<file path="src/rtl/ndn_pkg.sv">
// ---------------------------------------------------------------------------
// ndn_pkg
// Shared widths and types for the NDN forwarding blocks (PIT / FIB).
//   PREFIX_W    : name prefix width
//   LEN_W       : prefix length field width
//   BYTE_W      : Data stream byte width
//   pit_state_t : PIT controller states
//   pit_entry_t : one PIT slot {valid, len, prefix}
// ---------------------------------------------------------------------------
package ndn_pkg;

    localparam int PREFIX_W = 64;
    localparam int LEN_W    = 6;
    localparam int BYTE_W   = 8;

    typedef enum logic [2:0] {
        IDLE,
        I_LOOK,
        I_FWD,
        Q_LOOK,
        Q_REPLY,
        XFER
    } pit_state_t;

    typedef struct packed {
        logic                valid;
        logic [LEN_W-1:0]    len;
        logic [PREFIX_W-1:0] prefix;
    } pit_entry_t;

endpackage

</file>
<file path="src/rtl/pit_cam.sv">
// ---------------------------------------------------------------------------
// pit_cam
// Fully associative PIT entry store with a parallel exact-match search on
// {len, prefix} and a lowest-index free-slot finder.
//   clk, rst               : clock, synchronous active-low reset (clears valid bits)
//   key_prefix, key_len    : search key
//   hit, hit_idx           : key matches a valid entry, and which one
//   free, free_idx         : at least one slot is empty, lowest empty index
//   wr_en, wr_idx,
//   wr_prefix, wr_len      : install a new valid entry
//   inv_en, inv_idx        : retire an entry
// ---------------------------------------------------------------------------
module pit_cam
    import ndn_pkg::*;
#(
    parameter  int NUM_ENTRIES = 8,
    localparam int IDX_W       = (NUM_ENTRIES > 1) ? $clog2(NUM_ENTRIES) : 1
) (
    input  logic                clk,
    input  logic                rst,
    input  logic [PREFIX_W-1:0] key_prefix,
    input  logic [LEN_W-1:0]    key_len,
    output logic                hit,
    output logic [IDX_W-1:0]    hit_idx,
    output logic                free,
    output logic [IDX_W-1:0]    free_idx,
    input  logic                wr_en,
    input  logic [IDX_W-1:0]    wr_idx,
    input  logic [PREFIX_W-1:0] wr_prefix,
    input  logic [LEN_W-1:0]    wr_len,
    input  logic                inv_en,
    input  logic [IDX_W-1:0]    inv_idx
);

    pit_entry_t entries [NUM_ENTRIES];

    // Only the valid bits carry state across reset; len/prefix of an
    // invalid slot are never looked at.
    always_ff @(posedge clk) begin
        if (!rst) begin
            for (int i = 0; i < NUM_ENTRIES; i++) begin
                entries[i].valid <= 1'b0;
            end
        end else begin
            if (wr_en) begin
                entries[wr_idx] <= '{valid: 1'b1, len: wr_len, prefix: wr_prefix};
            end
            if (inv_en) begin
                entries[inv_idx].valid <= 1'b0;
            end
        end
    end

    // Scan high-to-low so the last assignment wins with the lowest index.
    // Duplicates never exist, so at most one entry can match.
    always_comb begin
        hit      = 1'b0;
        hit_idx  = '0;
        free     = 1'b0;
        free_idx = '0;
        for (int i = NUM_ENTRIES - 1; i >= 0; i--) begin
            if (entries[i].valid && entries[i].len == key_len &&
                entries[i].prefix == key_prefix) begin
                hit     = 1'b1;
                hit_idx = IDX_W'(i);
            end
            if (!entries[i].valid) begin
                free     = 1'b1;
                free_idx = IDX_W'(i);
            end
        end
    end

endmodule

</file>
<file path="src/rtl/pit_table.sv">
// ---------------------------------------------------------------------------
// pit_table
// Pending Interest Table. Records outstanding Interests, forwards new ones to
// the FIB, answers the FIB's Data query and streams matching Data out.
//   clk, rst                        : clock, synchronous active-low reset
//   int_valid/int_prefix/int_len    : incoming Interest
//   int_ready, int_drop             : Interest accepted / discarded (table full)
//   pit_in_prefix/pit_in_len,
//   fib_out_bit                     : forward request to the FIB (1-cycle pulse)
//   fib_prefix_ready/fib_prefix/
//   fib_len                         : FIB Data query
//   fib_data                        : FIB Data byte stream
//   start_send_to_pit, rejected     : query answer pulses
//   data_out/data_out_valid/
//   data_out_last                   : Data stream toward the requesting face
//   occupancy                       : number of valid entries
// ---------------------------------------------------------------------------
module pit_table
    import ndn_pkg::*;
#(
    parameter  int NUM_ENTRIES = 8,
    parameter  int DATA_BYTES  = 1024,
    localparam int OCC_W       = $clog2(NUM_ENTRIES + 1)
) (
    input  logic                clk,
    input  logic                rst,
    input  logic                int_valid,
    input  logic [PREFIX_W-1:0] int_prefix,
    input  logic [LEN_W-1:0]    int_len,
    output logic                int_ready,
    output logic                int_drop,
    output logic [PREFIX_W-1:0] pit_in_prefix,
    output logic [LEN_W-1:0]    pit_in_len,
    output logic                fib_out_bit,
    input  logic                fib_prefix_ready,
    input  logic [PREFIX_W-1:0] fib_prefix,
    input  logic [LEN_W-1:0]    fib_len,
    input  logic [BYTE_W-1:0]   fib_data,
    output logic                start_send_to_pit,
    output logic                rejected,
    output logic [BYTE_W-1:0]   data_out,
    output logic                data_out_valid,
    output logic                data_out_last,
    output logic [OCC_W-1:0]    occupancy
);

    localparam int IDX_W = (NUM_ENTRIES > 1) ? $clog2(NUM_ENTRIES) : 1;
    localparam int CNT_W = $clog2(DATA_BYTES + 1);

    pit_state_t          state;
    logic                query_pend;
    logic [PREFIX_W-1:0] q_prefix;
    logic [LEN_W-1:0]    q_len;
    logic [PREFIX_W-1:0] i_prefix;
    logic [LEN_W-1:0]    i_len;
    logic [IDX_W-1:0]    match_idx;
    logic [CNT_W-1:0]    byte_cnt;

    logic [PREFIX_W-1:0] key_prefix;
    logic [LEN_W-1:0]    key_len;
    logic                hit;
    logic [IDX_W-1:0]    hit_idx;
    logic                free;
    logic [IDX_W-1:0]    free_idx;
    logic                wr_en;
    logic                inv_en;
    logic                q_capture;

    // The query strobe can be a single cycle, so it is latched whenever the
    // query path is not itself busy with an earlier query or transfer.
    assign q_capture = fib_prefix_ready &&
                       !(state inside {Q_LOOK, Q_REPLY, XFER});

    // A pending or arriving query takes priority over a new Interest.
    assign int_ready = rst && (state == IDLE) && !query_pend && !fib_prefix_ready;

    assign key_prefix = (state == Q_LOOK) ? q_prefix : i_prefix;
    assign key_len    = (state == Q_LOOK) ? q_len    : i_len;

    assign wr_en  = (state == I_LOOK) && !hit && free;
    assign inv_en = (state == Q_REPLY) && start_send_to_pit;

    pit_cam #(
        .NUM_ENTRIES(NUM_ENTRIES)
    ) u_cam (
        .clk        (clk),
        .rst        (rst),
        .key_prefix (key_prefix),
        .key_len    (key_len),
        .hit        (hit),
        .hit_idx    (hit_idx),
        .free       (free),
        .free_idx   (free_idx),
        .wr_en      (wr_en),
        .wr_idx     (free_idx),
        .wr_prefix  (i_prefix),
        .wr_len     (i_len),
        .inv_en     (inv_en),
        .inv_idx    (match_idx)
    );

    always_ff @(posedge clk) begin
        if (!rst) begin
            state             <= IDLE;
            query_pend        <= 1'b0;
            int_drop          <= 1'b0;
            fib_out_bit       <= 1'b0;
            pit_in_prefix     <= '0;
            pit_in_len        <= '0;
            start_send_to_pit <= 1'b0;
            rejected          <= 1'b0;
            data_out          <= '0;
            data_out_valid    <= 1'b0;
            data_out_last     <= 1'b0;
            byte_cnt          <= '0;
            occupancy         <= '0;
        end else begin
            // Every registered output is a pulse or a per-state value;
            // default low and let the state below raise it.
            int_drop          <= 1'b0;
            fib_out_bit       <= 1'b0;
            pit_in_prefix     <= '0;
            pit_in_len        <= '0;
            start_send_to_pit <= 1'b0;
            rejected          <= 1'b0;
            data_out          <= '0;
            data_out_valid    <= 1'b0;
            data_out_last     <= 1'b0;

            if (q_capture) begin
                q_prefix   <= fib_prefix;
                q_len      <= fib_len;
                query_pend <= 1'b1;
            end

            // Insert and invalidate occur in different states, never together.
            if (wr_en) begin
                occupancy <= occupancy + OCC_W'(1);
            end else if (inv_en) begin
                occupancy <= occupancy - OCC_W'(1);
            end

            case (state)
                IDLE: begin
                    if (query_pend || fib_prefix_ready) begin
                        state <= Q_LOOK;
                    end else if (int_valid) begin
                        i_prefix <= int_prefix;
                        i_len    <= int_len;
                        state    <= I_LOOK;
                    end
                end
                I_LOOK: begin
                    if (hit) begin
                        // Already pending: aggregate, nothing to forward.
                        state <= IDLE;
                    end else if (free) begin
                        fib_out_bit   <= 1'b1;
                        pit_in_prefix <= i_prefix;
                        pit_in_len    <= i_len;
                        state         <= I_FWD;
                    end else begin
                        int_drop <= 1'b1;
                        state    <= IDLE;
                    end
                end
                I_FWD: begin
                    state <= IDLE;
                end
                Q_LOOK: begin
                    query_pend        <= 1'b0;
                    match_idx         <= hit_idx;
                    start_send_to_pit <= hit;
                    rejected          <= !hit;
                    state             <= Q_REPLY;
                end
                Q_REPLY: begin
                    if (start_send_to_pit) begin
                        byte_cnt <= '0;
                        state    <= XFER;
                    end else begin
                        state <= IDLE;
                    end
                end
                XFER: begin
                    data_out       <= fib_data;
                    data_out_valid <= 1'b1;
                    byte_cnt       <= byte_cnt + CNT_W'(1);
                    if (byte_cnt == CNT_W'(DATA_BYTES - 1)) begin
                        data_out_last <= 1'b1;
                        state         <= IDLE;
                    end
                end
                default: begin
                    state <= IDLE;
                end
            endcase
        end
    end

endmodule

</file>
<file path="config.mk">
export PLATFORM = sky130hd
export DESIGN_NAME = pit_table
export DESIGN_NICKNAME = d
export VERILOG_FILES = /design/src/rtl/ndn_pkg.sv /design/src/rtl/pit_cam.sv /design/src/rtl/pit_table.sv
export SDC_FILE = /design/constraint.sdc
export NUM_CORES = 1
export LEC_CHECK = 0
export BUFFER_PORTS_ARGS = -buffer_cell sky130_fd_sc_hd__clkbuf_2
export CAP_MARGIN = 20
export CORE_AREA = 2 2 333 335
export CTS_CLUSTER_DIAMETER = 30
export CTS_CLUSTER_SIZE = 28
export DETAILED_ROUTE_END_ITERATION = 8
export DIE_AREA = 0 0 335 337
export HOLD_SLACK_MARGIN = 0.03
export PLACE_DENSITY = 0.49
export REMOVE_ABC_BUFFERS = 1
export SLEW_MARGIN = 20
export SYNTH_ARGS = -nofsm -noshare
export SYNTH_HDL_FRONTEND = slang
export SYNTH_HIERARCHICAL = 1
export SYNTH_SLANG_ARGS = --single-unit
</file>
<file path="constraint.sdc">
create_clock -name clk -period 11.2 [get_ports clk]
set_clock_uncertainty 0.1 [all_clocks]
set_input_delay 0.56 -clock clk [delete_from_list [all_inputs] [get_ports clk]]
set_output_delay 0.56 -clock clk [all_outputs]
set_load 0.02 [all_outputs]
</file>
==> results of run 1 <==
-- worst reg2reg max path: stages (launching register included) --
cell	delay, ns
dfxtp_1	0.49
nand2b_1	0.24
or2_2	0.27
buf_4	0.43
nand2_1	0.17
nand2_1	0.77
inv_1	0.42
o22ai_1	0.42
a2111oi_2	0.16
nand3_1	0.32
nor4_4	0.11
nor2b_4	0.13
nand2b_2	0.07
or4_1	0.58
nand4bb_1	0.37
nor2_1	0.38
or3b_2	0.57
nor2_4	0.76
buf_4	0.78
-- per-layer routing --
metal	global-route usage [%]	vias up	wire length [microns]
met2	41.1	1027	67900
met5	0	-	0
met1	31.7	11300	58000
met3	3.78	203	8020
met4	8.89	0	4470
li1	-	9322	-
-- layout make-up --
type | instances | area [sq um]
Antenna cell | 3 | 7.51
Fill cell | 10200 | 65700
Inverter | 78 | 295
Tap cell | 1426 | 1780
Clock buffer | 230 | 5110
Sequential cell | 814 | 23300
Multi-Input combinational cell | 1253 | 8550
Timing Repair Buffer | 430 | 3000
Clock inverter | 136 | 1810
-- power by group through the flow --
stage | clock network (W) | registers [W] | logic [W]
final | 0.00587 | 0.00343 | 0.000713
after CTS | 0.00595 | 0.00343 | 0.000715
after global routing | 0.00611 | 0.00343 | 0.000744
after detailed placement | 0 | 0.00349 | 0.000670
after floorplan | 0 | 0.00348 | 0.000315
after global placement | 0 | 0.00348 | 0.000670
-- synthesized netlist by cell type (all sizes together) (3+ instances only) --
master   number  area (sq um)
edfxtp      703         21100
nand2       244           916
xor2        207          1810
xnor2       195          1710
dfxtp       111          2220
inv          77           292
nand4        73           457
clkbuf       72           270
nor4         72           472
and2         71           444
nand2b       64           403
nor2         34           130
o22ai        30           188
buf          29           156
a21oi        26           130
nor2b        26           170
nor3         22           110
a22oi        19           143
o2111ai      19           166
o2bb2ai      19           166
a221oi       13           114
nand3        12          60.1
and3         11          68.8
o21ai        10          50.1
o221ai        9          78.8
a2111oi       8          70.1
or4           7          52.6
a31oi         6          37.5
a222oi        5          50.1
a21boi        3          22.5
a22o          3          26.3
a2bb2oi       3          26.3
ha            3          37.5
mux2i         3          30.0
or3           3          18.8
-- path summary, 6_finish.rpt --
check               start                    to  depth (start not counted)
max              state[2]  u_cam/entries[0][68]                         18
min                   rst           byte_cnt[6]                          2
max reg2reg      state[2]  u_cam/entries[0][68]                         18
min reg2reg  occupancy[3]          occupancy[3]                          2
-- stage by stage --
stage | cells | worst slack (ns) | utilization (%) | total power [W] | instance area (sq um)
after floorplan | 2145 | 0.572 | - | 0.00379 | 32100
after global placement | 3851 | 3.34 | 32.3 | 0.00415 | 35500
after detailed placement | 3851 | 3.44 | 32.4 | 0.00416 | 35500
after CTS | 4367 | 3.39 | 40.0 | 0.0101 | 43900
after global routing | 4367 | 3.11 | 40.0 | 0.0103 | 43900
final | 4370 | 3.22 | 40.0 | 0.0100 | 43900
-- kinds of logic after synthesis --
family | count (synthesis) | synth area share, %
mux | 5 | 0.162
fa+ha+maj | 4 | 0.177
xor+xnor | 402 | 10.8
compound gates | 189 | 4.34
simple gates | 653 | 10.5
buf+inv | 179 | 2.22
flops | 814 | 71.7
-- sequential cells by signal (all words and copies together) (netlist names), 6 cells and up --
signal and cells:
i_prefix 64, pit_in_prefix 64, u_cam/entries 568, byte_cnt 11, i_len 6, q_len 6
pit_in_len 6, q_prefix 64, data_out 8
==> impl_metrics.env, run 1 <==
export IMPL_status="finished, final reports clean"
export IMPL_powerDensity_nw_per_um2=228
export IMPL_p_leak_nw=15.9
export IMPL_synthCells=2246
export IMPL_path_cells="nand2b_1 -> or2_2 -> buf_4 -> nand2_1 -> nand2_1 -> inv_1 -> o22ai_1 -> a2111oi_2 -> nand3_1 -> nor4_4 -> nor2b_4 -> nand2b_2 -> or4_1 -> nand4bb_1 -> nor2_1 -> or3b_2 -> nor2_4 -> buf_4"
export IMPL_grt_pass1_wl_microns=186000
export IMPL_gp_congestion=0.952
export IMPL_drc=0
export IMPL_synth_cell_types=71
export IMPL_seqPwrFrac_pct=34.2
export IMPL_critPathArrivalTime_ns=8.27
export IMPL_synth_seq_area_share_pct=71.7
export IMPL_cts_sinks=814
export IMPL_cts_tree="done"
export IMPL_path_buf_inv=3
export IMPL_drt_wirelength_per_cell_microns=31.7
export IMPL_switchingPower_w=0.00241
export IMPL_worst_endpoint_required_ns=11.49
export IMPL_clk_pin_slew_ns=0.05
export IMPL_port_buffers=240
export IMPL_cap_violations=0
export IMPL_slowest_delay_ns=0.77
export IMPL_antenna_found_initial=10
export IMPL_path_max_fanout=46
export IMPL_die_y_microns=337
export IMPL_wl_microns=138000
export IMPL_cts_htree_levels=4
export IMPL_end_kind="register"
export IMPL_num_vias=21900
export IMPL_grt_pass1_vias=22000
export IMPL_peakVddDrop_mv=0.124
export IMPL_ant_nets=0
export IMPL_drtIter0Drc=2284
export IMPL_grt_max_degree=50
export IMPL_core_area_sq_um=110000
export IMPL_syn_cell_area_sq_um=32500
export IMPL_yosys_most_used_dff="edfxtp_1"
export IMPL_num_rows=122
export IMPL_pwr_share_comb_pct=7.1
export IMPL_syn_mean_instance_area_sq_um=14.5
export IMPL_clock_fmax_ghz=0.125
export IMPL_cpLargestDelayFamily="simple AND/OR/NAND/NOR gates"
export IMPL_clockBufferDepth=3
export IMPL_viasPerCell=5.01
export IMPL_synthArstFlopShare_pct=0
export IMPL_worstSetupStartpointType="register"
export IMPL_tightest_slew_ns=1.13
export IMPL_finalSetupViolCount=0
export IMPL_dp_final_hpwl_microns=95500
export IMPL_ios=241
export IMPL_yosys_register_bits=814
export IMPL_crit_type="reg -> reg"
export IMPL_drive_gt1_share_pct=21.5
export IMPL_cts_resized=0
export IMPL_die_w_microns=335
export IMPL_start_util_pct=29.7
export IMPL_drv_slew=0
export IMPL_p_int_w=0.00760
export IMPL_cts_hold_buf=150
export IMPL_overflow=0
export IMPL_hold_viol_final=0
export IMPL_finalCritPeriodShare_pct=71.3
export IMPL_p_clk_share_pct=58.6
export IMPL_post_cts_setup_buffers=0
export IMPL_critical_path_slowest_cell="nand2_1"
export IMPL_slew_headroom_pct=23.7
export IMPL_cts_root_buf="clkbuf_16"
export IMPL_rsz0062_at_grt="false"
export IMPL_final_cell_mix="703 x edfxtp_1, 244 x nand2_1, 240 x clkbuf_2, 207 x xor2_1, 196 x clkbuf_16"
export IMPL_post_route_min_period_ns=7.98
export IMPL_power_switching_share_pct=24.1
export IMPL_syn_to_final_growth_pct=34.9
export IMPL_finalSetupTns_ns=0
export IMPL_die_area_sq_um=113000
export IMPL_rrSetupSlack_ns=3.22
export IMPL_yosysWarnings=6
export IMPL_firstDrtPassIters=5
export IMPL_final_common_cell="edfxtp_1"
export IMPL_grtUsageTotal_pct=24.4
export IMPL_fin_nets=2926
export IMPL_fin_hold_ws_ns=0.306
export IMPL_cts_buffers=193
export IMPL_synth_edf_count=703
export IMPL_clock_latency_ns=0.79
export IMPL_min_path_type="in -> reg"
Power figures use the tool's default switching activity.
==> run 2: changes to the inputs <==
==> constraint.sdc (replaced) <==
create_clock -name clk -period 7.42 [get_ports clk]
set_clock_uncertainty 0.1 [all_clocks]
set_input_delay 0.371 -clock clk [delete_from_list [all_inputs] [get_ports clk]]
set_output_delay 0.371 -clock clk [all_outputs]
set_load 0.02 [all_outputs]
==> run 2 against run 1 <==
Wire length increased by 2.1%; utilization increased by 1.3 points; global-route usage increased by 0.61 points; sequential share of layout area decreased by 1.6 points; critical endpoint is now u_cam/entries[6][45]; first-iteration DRC count decreased by 6.2%.
==> impl_metrics.env, run 2 (synthesis gave the netlist of run 1 again) <==
export IMPL_peakVddDrop_mv=0.203
export IMPL_grt_pass1_vias=22500
export IMPL_crit_type="reg -> reg"
export IMPL_registers_top_by_ff_count="u_cam/entries"
export IMPL_slew_headroom_pct=14.7
export IMPL_place_ws_ns=0.573
export IMPL_critPathArrivalTime_ns=7.25
export IMPL_place_inst=3950
export IMPL_post_route_util_pct=41.3
export IMPL_dp_final_hpwl_microns=101000
export IMPL_rsz0062_at_grt="false"
export IMPL_clock_fmax_ghz=0.145
export IMPL_syn_to_final_growth_pct=39.2
export IMPL_worstSetupStartpointType="register"
export IMPL_antenna_found_initial=16
export IMPL_p_leak_nw=16.6
export IMPL_num_rows=122
export IMPL_cts_tree="done"
export IMPL_final_common_cell="edfxtp_1"
export IMPL_hold_start="rst"
export IMPL_cap_violations=0
export IMPL_start_util_pct=29.7
export IMPL_post_route_min_period_ns=6.88
export IMPL_cts_sinks=814
export IMPL_grt_pass1_wl_microns=190000
export IMPL_cts_htree_levels=4
export IMPL_drive_gt1_share_pct=24.9
export IMPL_rr_startpoint="state[2]"
export IMPL_status="finished, final reports clean"
export IMPL_path_max_fanout=40
export IMPL_powerDensity_nw_per_um2=346
export IMPL_drtIter0Drc=2142
export IMPL_clock_latency_ns=0.80
export IMPL_hold_end="byte_cnt[6]"
export IMPL_cts_root_buf="clkbuf_16"
export IMPL_largest_reg_flops=568
export IMPL_finalCritPeriodShare_pct=92.8
export IMPL_layout_setup_ws_ns=0.535
export IMPL_n_fill_cell=10100
export IMPL_grtUsageTotal_pct=25.0
export IMPL_timing_rr_end="u_cam/entries[6][45]"
export IMPL_rr_worst_depth=18
export IMPL_drt_wirelength_per_cell_microns=31.6
export IMPL_rrSetupSlack_ns=0.54
export IMPL_viasPerCell=5.00
export IMPL_fin_nets=3030
export IMPL_hold_viol_final=0
export IMPL_die_area_sq_um=113000
export IMPL_final_area_sq_um=45300
export IMPL_ios=241
export IMPL_core_area_sq_um=110000
export IMPL_finalSetupViolCount=0
export IMPL_holdPathStages=2
export IMPL_die_w_microns=335
export IMPL_final_cells=4479
export IMPL_drv_slew=0
export IMPL_cts_buffers=197
export IMPL_grt_max_degree=42
export IMPL_dpl_cell_area_sq_um=36500
export IMPL_fin_hold_ws_ns=0.165
export IMPL_tightest_slew_ns=1.27
export IMPL_drc=0
export IMPL_wl_microns=141000
export IMPL_end_kind="register"
export IMPL_gp_congestion=0.941
export IMPL_final_cell_mix="703 x edfxtp_1, 244 x nand2_1, 240 x clkbuf_2, 207 x xor2_1, 199 x clkbuf_16"
export IMPL_clockBufferDepth=3
export IMPL_die_y_microns=337
export IMPL_clk_pin_slew_ns=0.04
export IMPL_min_path_type="in -> reg"
export IMPL_firstDrtPassIters=6
export IMPL_overflow=0
export IMPL_ant_nets=0
export IMPL_num_vias=22400
export IMPL_cts_resized=0
export IMPL_port_buffers=240
export IMPL_worst_endpoint_required_ns=7.79
-- run 2: cell count changes in the layout (fill, tap and decap cells not counted), sizes merged --
| cell | change |
|---|---|
| clkbuf | -4 |
| inv | +13 |
| buf | +99 |
| clkinvlp | -2 |
| clkinv | -3 |
| dlygate4sd3 | +1 |
| bufinv | +5 |
-- run 2: how the worst max path moves through the flow --
stage | from | to | slack, ns | depth (start not counted)
floorplan | state[2] | u_cam/entries[6][0] | -3.21 | 16
CTS | state[2] | occupancy[3] | 0.55 | 21
global placement | state[2] | occupancy[3] | 0.53 | 21
global route | state[2] | u_cam/entries[1][45] | 0.32 | 18
detailed placement | state[2] | occupancy[3] | 0.57 | 21
finish | state[2] | u_cam/entries[6][45] | 0.54 | 18
-- run 2: repair_timing --
item,CTS,global route
hold buffers,151,0
hold endpoints to repair,151,0
buffers inserted,0,0
-- run 2: per-stage QoR --
step / total power, W / setup TNS, ns
finish: 0.0157 / 0
global route: 0.0161 / 0
CTS: 0.0158 / 0
detailed placement: 0.00635 / 0
global placement: 0.00636 / 0
floorplan: 0.00572 / -1299.81
-- run 2: critical path, stage by stage (launching register included) --
cell and delay (ns):
dfxtp_1 0.48, nand2b_1 0.24, or2_2 0.49, buf_12 0.29, nand2_1 0.09, nand2_1 0.80, inv_2 0.39, o2111ai_1 0.33
nor4_1 0.09, nand4_1 0.19, or3_1 0.21, nand2_1 0.08, or4_1 0.66, nand4bb_1 0.28, nor2_1 0.17, buf_4 0.17
nand2_1 0.10, nor3_2 0.91, buf_4 0.37
-- run 2: final cells by class --
cell class              instances  area (sq um)  area share [%]
flip-flops and latches        814         23300            51.5
multi-input cells            1253          8560            18.9
clock inverters               149          2100            4.64
clock buffers                 226          5200            11.5
repair buffers                530          4010            8.85
diodes                          3          7.51          0.0166
well taps                    1426          1780            3.94
inverters                      78           295           0.652
-- run 2: power by group --
part	internal [W]	total (W)	leakage, nW	switching (W)
sequential	0.00507	0.00517	7.26	0.0000909
clock	0.00639	0.00932	3.50	0.00293
combinational	0.000393	0.00117	5.86	0.000778
-- run 2: layer usage --
metal / global-route usage [%] / vias up / share of wire (%)
li1: - / 9561 / -
met1: 32.2 / 11600 / 42
met2: 42.2 / 992 / 49
met3: 4.55 / 209 / 6.2
met4: 8.50 / 6 / 3.0
met5: 0 / - / 0.030
==> run 3: changes to the inputs <==
--- a/config.mk
+++ b/config.mk
@@ -5,13 +5,14 @@
 export SDC_FILE = /design/constraint.sdc
 export NUM_CORES = 1
 export LEC_CHECK = 0
+export ABC_AREA = 1
 export BUFFER_PORTS_ARGS = -buffer_cell sky130_fd_sc_hd__clkbuf_2
 export CAP_MARGIN = 20
-export CORE_AREA = 2 2 333 335
+export CORE_AREA = 2 2 339 341
 export CTS_CLUSTER_DIAMETER = 30
 export CTS_CLUSTER_SIZE = 28
 export DETAILED_ROUTE_END_ITERATION = 8
-export DIE_AREA = 0 0 335 337
+export DIE_AREA = 0 0 341 343
 export HOLD_SLACK_MARGIN = 0.03
 export PLACE_DENSITY = 0.49
 export REMOVE_ABC_BUFFERS = 1
==> run 3 against run 2 <==
Sequential cell count did not move; cell count rose by 17%; combinational power rose by 4%; synthesized area rose by 3.6%; total power fell by 1.0%; first-iteration DRC count rose by 42%; via count rose by 17%.
==> impl_metrics.env, run 3 <==
export IMPL_drtIter0Drc=3048
export IMPL_peakVddDrop_mv=0.192
export IMPL_syn_to_final_growth_pct=36.0
export IMPL_final_area_sq_um=45800
export IMPL_drt_wirelength_per_cell_microns=30.4
export IMPL_port_buffers=240
export IMPL_cts_sinks=814
export IMPL_critPathArrivalTime_ns=7.20
export IMPL_synth_top_area_share_pct=62.6
export IMPL_clk_pin_slew_ns=0.05
export IMPL_dp_final_hpwl_microns=118000
export IMPL_synthArstFlopShare_pct=0
export IMPL_cts_root_buf="clkbuf_16"
export IMPL_drive_gt1_share_pct=21.7
export IMPL_synth_cell_types=46
export IMPL_path_max_fanout=63
export IMPL_clock_fmax_ghz=0.145
export IMPL_grt_pass1_wl_microns=212000
export IMPL_grt_max_degree=72
export IMPL_post_cts_setup_buffers=0
export IMPL_registers_top_by_ff_count="u_cam/entries"
export IMPL_cap_violations=0
export IMPL_clock_latency_ns=0.82
export IMPL_synthCells=2949
export IMPL_synth_commonest_cells="703 x edfxtp_1, 612 x nand2_1, 388 x nor2_1, 235 x inv_1, 175 x o21ai_0"
export IMPL_grtUsageTotal_pct=27.0
export IMPL_cts_htree_levels=4
export IMPL_wl_microns=160000
export IMPL_drc=0
export IMPL_start_util_pct=29.7
export IMPL_syn_mean_instance_area_sq_um=11.4
export IMPL_hold_viol_final=0
export IMPL_num_rows=124
export IMPL_finalSetupViolCount=0
export IMPL_synth_seq_area_share_pct=69.2
export IMPL_rsz0062_at_grt="false"
export IMPL_final_cells=5244
export IMPL_powerDensity_nw_per_um2=338
export IMPL_yosys_register_bits=814
export IMPL_die_area_sq_um=117000
export IMPL_yosys_top_cells_area="edfxtp_1 63%, nand2_1 6.8%, dfxtp_1 6.6%"
export IMPL_die_w_microns=341
export IMPL_dpl_cell_area_sq_um=37200
export IMPL_yosysWarnings=6
export IMPL_largest_reg_flops=568
export IMPL_worst_endpoint_required_ns=7.75
export IMPL_crit_type="reg -> reg"
export IMPL_p_leak_nw=17.6
export IMPL_cts_resized=0
export IMPL_yosys_most_used_dff="edfxtp_1"
export IMPL_fin_nets=3711
export IMPL_gp_congestion=1.04
export IMPL_final_cell_mix="703 x edfxtp_1, 612 x nand2_1, 379 x nor2_1, 240 x clkbuf_2, 235 x inv_1"
export IMPL_antenna_found_initial=10
export IMPL_grt_pass1_vias=24900
export IMPL_ant_nets=0
export IMPL_yosys_area_top_type="edfxtp_1"
export IMPL_firstDrtPassIters=6
export IMPL_cts_hold_buf=152
export IMPL_post_synth_top_count_cell="edfxtp_1"
export IMPL_min_path_type="in -> reg"
export IMPL_cts_buffers=201
export IMPL_viasPerCell=4.98
export IMPL_overflow=0
export IMPL_core_area_sq_um=113000
export IMPL_tightest_slew_ns=1.06
export IMPL_final_common_cell="edfxtp_1"
export IMPL_finalCritPeriodShare_pct=92.6
export IMPL_slew_headroom_pct=28.8
export IMPL_ios=241
export IMPL_drv_slew=0
export IMPL_post_route_min_period_ns=6.87
export IMPL_place_inst=4711
export IMPL_cts_tree="done"
export IMPL_num_vias=26100
export IMPL_synth_edf_count=703
export IMPL_worstSetupStartpointType="register"
export IMPL_clockBufferDepth=3
export IMPL_syn_cell_area_sq_um=33700
export IMPL_die_y_microns=343
export IMPL_status="finished, final reports clean"
export IMPL_end_kind="register"
## run 3: cell types whose count changed after synthesis, moves of 71 or more
cell / delta
a21oi_1: +76
and2_1: -71
inv_1: +164
nand2_1: +368
nor2_1: +355
o21ai_0: +165
xnor2_1: -115
xor2_1: -161
## run 3: logic make-up after synthesis
group                      share of synthesized area (%)
AOI/OAI and AO/OA                                   7.76
and+or+nand+nor                                     14.4
buffers and inverters                               5.13
adders and majority gates                          0.171
xor gates and xnor gates                            3.27
DFF                                                 69.2
## run 3: cell type report
| cell class | instances | area [sq um] |
|---|---|---|
| diodes | 3 | 7.51 |
| clock buffers | 228 | 5190 |
| clock inverters | 149 | 1930 |
| fillers | 10900 | 67600 |
| inverters | 280 | 1050 |
| multi-input cells | 1764 | 8750 |
| flip-flops and latches | 814 | 23300 |
| well taps | 1512 | 1890 |
| repair buffers | 494 | 3680 |
## run 3: per-stage QoR
stage	power (W)	hold WS (ns)	setup WS, ns	utilization (%)	TNS, ns
2_1_floorplan	0.00575	0.329	-0.670	-	-93.89
3_3_place_gp	0.00640	0.346	0.629	32.7	0
3_5_place_dp	0.00639	0.369	0.662	32.8	0
4_1_cts	0.0156	0.132	0.630	40.4	0
5_1_grt	0.0159	0.150	0.393	40.4	0
6_report	0.0155	0.166	0.546	40.4	0
## run 3: power by group
part	switching (W)	internal, W	total [W]
clock	0.00294	0.00616	0.00910
combinational	0.000875	0.000349	0.00122
sequential	0.0000934	0.00508	0.00517
total	0.00390	0.0116	0.0155
## run 3: final timing paths
kind                                     start                   end  slack (ns)  cells past startpoint
worst max-delay path                  state[2]  u_cam/entries[4][65]        0.55                     22
worst min-delay path            fib_prefix[59]          q_prefix[59]        0.17                      2
worst max register to register        state[2]  u_cam/entries[4][65]        0.55                     22
worst min register to register      query_pend            query_pend        0.37                      2
## run 3: critical path, stage by stage (launching register included)
cell	delay, ns
dfxtp_1	0.45
nor2_4	0.10
nand2_8	0.34
buf_12	0.30
nor2_1	0.07
a21oi_1	0.51
inv_1	0.46
o22ai_1	0.85
nor4_1	0.20
nand3_1	0.14
nor2_1	0.08
nand3_1	0.11
nand2_2	0.09
inv_2	0.06
nand4_1	0.30
nor2_1	0.28
nand3_2	0.22
inv_1	0.13
nand2_1	0.06
nor2_1	0.10
inv_1	0.16
nor2_4	0.80
buf_12	0.43
## run 3: layer usage
metal  up-vias  wire length, microns  GRT usage [%]
met5         -                    41              0
met4         6                  7630           12.8
met3       295                 13000           5.77
met2      1386                 72300           42.0
met1     13000                 66700           35.9
li1      11400                     -              -
